[config.mk]
export PLATFORM = sky130hd
export DESIGN_NAME = inst_sequencer
export DESIGN_NICKNAME = d
export VERILOG_FILES = /design/src/rtl/seq_pkg.sv /design/src/rtl/sync_fifo.sv /design/src/rtl/inst_sequencer.sv
export SDC_FILE = /design/constraint.sdc
export NUM_CORES = 1
export LEC_CHECK = 0
export BUFFER_PORTS_ARGS = -buffer_cell sky130_fd_sc_hd__buf_2
export CORE_ASPECT_RATIO = 1.75
export CORE_UTILIZATION = 48
export CTS_BUF_LIST = sky130_fd_sc_hd__clkbuf_8 sky130_fd_sc_hd__clkbuf_16
export CTS_CLUSTER_SIZE = 12
export DETAILED_ROUTE_END_ITERATION = 10
export PLACE_DENSITY_LB_ADDON = 0.25
export SLEW_MARGIN = 10
export SYNTH_ARGS = -nofsm -noshare
export SYNTH_HDL_FRONTEND = slang
export SYNTH_HIERARCHICAL = 1
export SYNTH_SLANG_ARGS = --single-unit
[constraint.sdc]
create_clock -name clk -period 8.84 [get_ports clk]
set_clock_uncertainty 0.1 [all_clocks]
set_input_delay 0.884 -clock clk [delete_from_list [all_inputs] [get_ports clk]]
set_output_delay 0.884 -clock clk [all_outputs]
set_load 0.02 [all_outputs]
[src/rtl/seq_pkg.sv]
// Shared definitions for the instruction sequencer: inst field positions,
// NOP encodings, FSM state constants and the host push payload.
package seq_pkg;

  localparam int unsigned INST_W   = 32;
  localparam int unsigned OP_MM_HI = 31;
  localparam int unsigned OP_MM_LO = 30;
  localparam int unsigned OP_SV_HI = 29;
  localparam int unsigned OP_SV_LO = 28;
  localparam int unsigned OP_SS_HI = 27;
  localparam int unsigned OP_SS_LO = 26;
  localparam int unsigned OP_T_HI  = 25;
  localparam int unsigned OP_T_LO  = 24;

  localparam logic [INST_W-1:0] NOP_INST = 32'h0;
  localparam logic [INST_W-1:0] NOP_IO   = 32'h0;

  localparam logic [0:0] ISSUE = 1'b0;
  localparam logic [0:0] WAIT  = 1'b1;

  typedef struct packed {
    logic [INST_W-1:0] io_inst;
    logic [INST_W-1:0] inst;
  } inst_pair_t;

  // True when the instruction carries a matmul opcode.
  function automatic logic is_mm(input logic [INST_W-1:0] i);
    return i[OP_MM_HI:OP_MM_LO] != 2'b00;
  endfunction

endpackage

[src/rtl/sync_fifo.sv]
// Parameterised synchronous FIFO with flush; pushes while full are dropped.
module sync_fifo #(
  parameter int unsigned WIDTH = 64,
  parameter int unsigned DEPTH = 8
) (
  input  logic                     clk,
  input  logic                     rst,
  input  logic                     flush,
  input  logic                     push,
  input  logic [WIDTH-1:0]         wdata,
  input  logic                     pop,
  output logic [WIDTH-1:0]         rdata,
  output logic                     full,
  output logic                     empty,
  output logic [$clog2(DEPTH):0]   level
);

  localparam int unsigned AW = $clog2(DEPTH);
  localparam int unsigned LW = AW + 1;

  logic [WIDTH-1:0] mem [DEPTH];
  logic [AW-1:0]    wr_ptr;
  logic [AW-1:0]    rd_ptr;
  logic [LW-1:0]    count;
  logic             push_ok;
  logic             pop_ok;

  assign full    = (count == LW'(DEPTH));
  assign empty   = (count == LW'(0));
  assign level   = count;
  assign rdata   = mem[rd_ptr];
  assign push_ok = push && !full;
  assign pop_ok  = pop && !empty;

  // Pointers wrap naturally because DEPTH is a power of two.
  always_ff @(posedge clk) begin
    if (!rst || flush) begin
      wr_ptr <= '0;
      rd_ptr <= '0;
      count  <= '0;
    end else begin
      if (push_ok) wr_ptr <= wr_ptr + AW'(1);
      if (pop_ok)  rd_ptr <= rd_ptr + AW'(1);
      case ({push_ok, pop_ok})
        2'b10:   count <= count + LW'(1);
        2'b01:   count <= count - LW'(1);
        default: count <= count;
      endcase
    end
  end

  always_ff @(posedge clk) begin
    if (rst && !flush && push_ok) mem[wr_ptr] <= wdata;
  end

endmodule

[src/rtl/inst_sequencer.sv]
// Buffers host instruction pairs and issues them to the datapath, inserting
// NOP bubbles after matmul ops. SEQ_PERF_CNT_EN adds issue/stall counters.
module inst_sequencer
  import seq_pkg::*;
#(
  parameter int unsigned DEPTH      = 8,
  parameter int unsigned MM_LATENCY = 4,
  parameter int unsigned CNT_W      = 16
) (
  input  logic                   clk,
  input  logic                   rst,
  input  logic                   run,
  input  logic                   flush,
  input  logic                   push_valid,
  output logic                   push_ready,
  input  logic [63:0]            push_data,
  output logic [31:0]            inst,
  output logic [31:0]            io_inst,
  output logic                   busy,
  output logic [$clog2(DEPTH):0] level
`ifdef SEQ_PERF_CNT_EN
  ,
  output logic [CNT_W-1:0]       issue_cnt,
  output logic [CNT_W-1:0]       stall_cnt
`endif
);

  localparam int unsigned CW = $clog2(MM_LATENCY + 2);

  if ((DEPTH < 2) || ((DEPTH & (DEPTH - 1)) != 0) || (CNT_W == 0)) begin : g_param_check
    $error("inst_sequencer: DEPTH must be a power of two >= 2 and CNT_W > 0");
  end

  logic [63:0]   fifo_rdata;
  logic          fifo_full;
  logic          fifo_empty;
  inst_pair_t    head;
  logic [0:0]    state_q, state_d;
  logic [CW-1:0] cnt_q, cnt_d;
  logic [31:0]   inst_d, io_d;
  logic          pop_c;

  sync_fifo #(
    .WIDTH (64),
    .DEPTH (DEPTH)
  ) u_fifo (
    .clk   (clk),
    .rst   (rst),
    .flush (flush),
    .push  (push_valid),
    .wdata (push_data),
    .pop   (pop_c),
    .rdata (fifo_rdata),
    .full  (fifo_full),
    .empty (fifo_empty),
    .level (level)
  );

  assign head       = fifo_rdata;
  assign push_ready = !fifo_full;
  assign busy       = (level != '0) || (cnt_q != '0);

  // Next-state and issue decode; flush suppresses the pop so nothing flushed leaks out.
  always_comb begin
    state_d = state_q;
    cnt_d   = cnt_q;
    inst_d  = NOP_INST;
    io_d    = NOP_IO;
    pop_c   = 1'b0;
    if (state_q == WAIT) begin
      cnt_d = cnt_q - CW'(1);
      if (cnt_q == CW'(1)) state_d = ISSUE;
    end else if (run && !fifo_empty && !flush) begin
      pop_c  = 1'b1;
      inst_d = head.inst;
      io_d   = head.io_inst;
      if (is_mm(head.inst) && (MM_LATENCY > 0)) begin
        cnt_d   = CW'(MM_LATENCY);
        state_d = WAIT;
      end
    end
  end

  always_ff @(posedge clk) begin
    if (!rst) begin
      state_q <= ISSUE;
      cnt_q   <= '0;
      inst    <= NOP_INST;
      io_inst <= NOP_IO;
    end else begin
      state_q <= state_d;
      cnt_q   <= cnt_d;
      inst    <= inst_d;
      io_inst <= io_d;
    end
  end

`ifdef SEQ_PERF_CNT_EN
  // Free-running wrap counters, cleared together with the FIFO.
  always_ff @(posedge clk) begin
    if (!rst || flush) begin
      issue_cnt <= '0;
      stall_cnt <= '0;
    end else begin
      if (pop_c)            issue_cnt <= issue_cnt + CNT_W'(1);
      if (state_q == WAIT)  stall_cnt <= stall_cnt + CNT_W'(1);
    end
  end
`else
  // Counters absent in this build.
`endif

endmodule

==> out/results.txt <==
Synth Register Bits -> 593
layout cells sized above 1 -> 35.1%
worst hold margin -> 0.393 ns
Mapped Area -> 21900 um^2
clock root cell -> clkbuf_16
initial core utilization -> 48.6%
cell mode on critical path -> buf_4
worst-path fanout max -> 72
final hold violations -> 0
hold path start -> cnt_q[1]$_SDFFE_PN0P_
IO Port Bufs -> 138
PwrDens -> 214 nW/um^2
Worst VDD drop -> 160 uV
crit-path cells -> buf_2, buf_4, nand2b_1, or3_1, nor2_4, buf_4
Startpoint Class -> primary input
DR vias -> 9953
Final nets -> 1225
die span in y -> 285 um
routed len/inst -> 23.7 um
post-synthesis mux area share -> 16.5%
Post-CTS Resized -> 0
number of flops mapped to enable cells by yosys -> 512
die area -> 46500 um^2
post-synthesis adder-cell area fraction -> 0.548%
Yosys Warn Count -> 6
Total Routed Length -> 42100 um
Worst setup startpoint -> rst
R2R Setup Slk -> 5.45 ns
vias in the first global route -> 10800
num rows -> 103
area grow syn2layout -> 13.4%
hold buffers post-CTS -> 0
largest net degree at the start of global routing -> 92
vias per inst -> 5.61
slowest stage cell, crit path -> buf_4
DR pass1 iterations -> 5
XOR/XNOR Fraction of Synth Area -> 0.240%
die width -> 163 um
Critical Path End Type -> flip-flop
Crit Reg-Reg Startpoint -> u_fifo/level[0]$_SDFFE_PP0P_
minimum clock period -> 3.86 ns
Post-synth top flop -> edfxtp_1
CTS tree -> built
Total Routing Usage GR -> 18.8%
Clock transition at path regs -> 0.06 ns
final worst setup slack -> 4.98 ns
postcts setup bufs -> 0
crit path kind -> primary input to flip-flop
crit path buf inv count -> 3
Iter 0 DRT Violations -> 583
fin area -> 24800 um^2
Layout Utilization -> 55.1%
drc violations -> 0
RSZ-0062 raised after global routing -> false
delay-heaviest family, CP -> simple AND/OR/NAND/NOR gates
I/O Pins -> 139
largest family of logic cells by synthesized area -> multiplexers
Fmax -> 259 MHz
Final setup viols -> 0
Synth async-reset ratio -> 0%
data arrival time of the worst path -> 3.97 ns
Final Wtd Congestion -> 0.752
clk_lat worst skew -> 0.59 ns
clock sinks -> 593
post-synthesis sequential area ratio -> 77.6%
CP max stage delay -> 0.66 ns
most frequent cells in the layout -> edfxtp_1 (512), buf_2 (138), mux4_2 (128)
Syn Inst Count -> 987
Placement Setup Slack -> 4.27 ns
synthesized area per cell -> 22.2 um^2
Num CTS Buffers -> 56
max-cap violation count -> 0
Hold Path Class -> flip-flop to flip-flop
Slew Viols, Final -> 0
DRT antenna net count -> 0
first-pass GRT wire length -> 64700 um
Compound-Gate Fraction of Synth Area -> 0.400%
H-tree depth reported by CTS -> 2
syn_nets -> 1065
Data required, critical path -> 8.95 ns
Tcrit/Tclk final -> 43.7%
GRT Residual Overflow -> 0
CTS Buffer Depth -> 3
outcome -> finished clean
slew margin rel. -> 22.5%
most common cell after layout, fill and taps aside -> edfxtp_1
dpl cell area -> 23200 um^2
measured slew at the worst slew-check pin -> 1.16 ns
Post-Synth Simple-Gate Area -> 3.04%
Setup TNS Final -> 0 ns
synth unique cells -> 36
P_leak -> 8.44 nW
initial antenna violation count -> 10
core area -> 45100 um^2
Post-DP HPWL -> 23000 um
[worst paths after layout]
kind | depth (start not counted) | endpoint
min reg2reg | 2 | cnt_q[1]$_SDFFE_PN0P_
max reg2reg | 10 | u_fifo/level[3]$_SDFFE_PP0P_
max | 6 | u_fifo/mem[1][47]$_DFFE_PP_
min | 2 | cnt_q[1]$_SDFFE_PN0P_
[report_power, final]
group | leakage [nW] | internal, W | switching [W]
registers | 5.27 | 0.00305 | 0.00000566
logic | 2.20 | 0.0000338 | 0.0000667
clock network | 0.971 | 0.00118 | 0.000964
[kinds of logic (layout without fill, tap and decap cells)]
kind of cell / after synthesis / in the layout
AND/OR/NAND/NOR: 113 / 113
other: 0 / 3
XOR/XNOR: 6 / 6
flip-flops: 593 / 593
multiplexers: 193 / 193
AO/OA/AOI/OAI: 14 / 14
buffers and inverters: 59 / 267
adder cells (fa/ha/maj): 9 / 9
[tightest hold or removal path, cell delays in order (launching register included)]
cell and delay (ns):
dfxtp_1 0.31, nand3b_1 0.07, o21ai_0 0.06
[Yosys cell counts, types with 2 or more instances]
| master | count | share of area (%) |
|---|---|---|
| a21oi_1 | 6 | 0.14 |
| and3_1 | 64 | 1.8 |
| buf_1 | 9 | 0.15 |
| buf_2 | 4 | 0.091 |
| buf_4 | 3 | 0.10 |
| buf_6 | 17 | 0.87 |
| clkbuf_1 | 19 | 0.33 |
| dfxtp_1 | 81 | 7.4 |
| edfxtp_1 | 512 | 70 |
| ha_1 | 8 | 0.46 |
| inv_1 | 7 | 0.12 |
| mux2_2 | 64 | 3.3 |
| mux4_2 | 128 | 13 |
| nand2_1 | 7 | 0.12 |
| nand2b_1 | 3 | 0.086 |
| nand3_1 | 5 | 0.11 |
| nand3b_1 | 4 | 0.14 |
| nor2_1 | 19 | 0.33 |
| nor3_1 | 2 | 0.046 |
| nor4_1 | 2 | 0.057 |
| o21ai_0 | 4 | 0.091 |
| xor2_1 | 5 | 0.20 |
[registers in the layout, indices dropped and copies added (netlist names), named ones only]
| signal | count |
|---|---|
| cnt_q | 3 |
| u_fifo/wr_ptr | 3 |
| inst | 32 |
| u_fifo/level | 4 |
| u_fifo/mem | 512 |
| state_q | 1 |
| io_inst | 32 |
| u_fifo/rd_ptr | 3 |
[stage by stage]
step	std cells	total power, W
2_1_floorplan	987	0.00316
3_3_place_gp	1666	0.00321
3_5_place_dp	1666	0.00322
4_1_cts	1772	0.00537
5_1_grt	1772	0.00547
6_report	1775	0.00531
[layout make-up]
class | instances | area [um^2]
fill | 3475 | 20300
inverter | 7 | 26.3
antenna | 3 | 7.51
multi-input combinational | 335 | 4590
tap | 577 | 722
clock buffer | 59 | 1470
timing repair buffer | 154 | 823
sequential | 593 | 17000
clock inverter | 47 | 196
[layer usage]
metal / track usage [%] / up-vias / routed length (um)
li1: - / 4383 / -
met1: 22.1 / 5243 / 16000
met2: 34.5 / 239 / 23200
met3: 3.24 / 78 / 1840
met4: 6.00 / 10 / 1060
met5: 0 / - / 61
(Power assumes the default switching activity.)
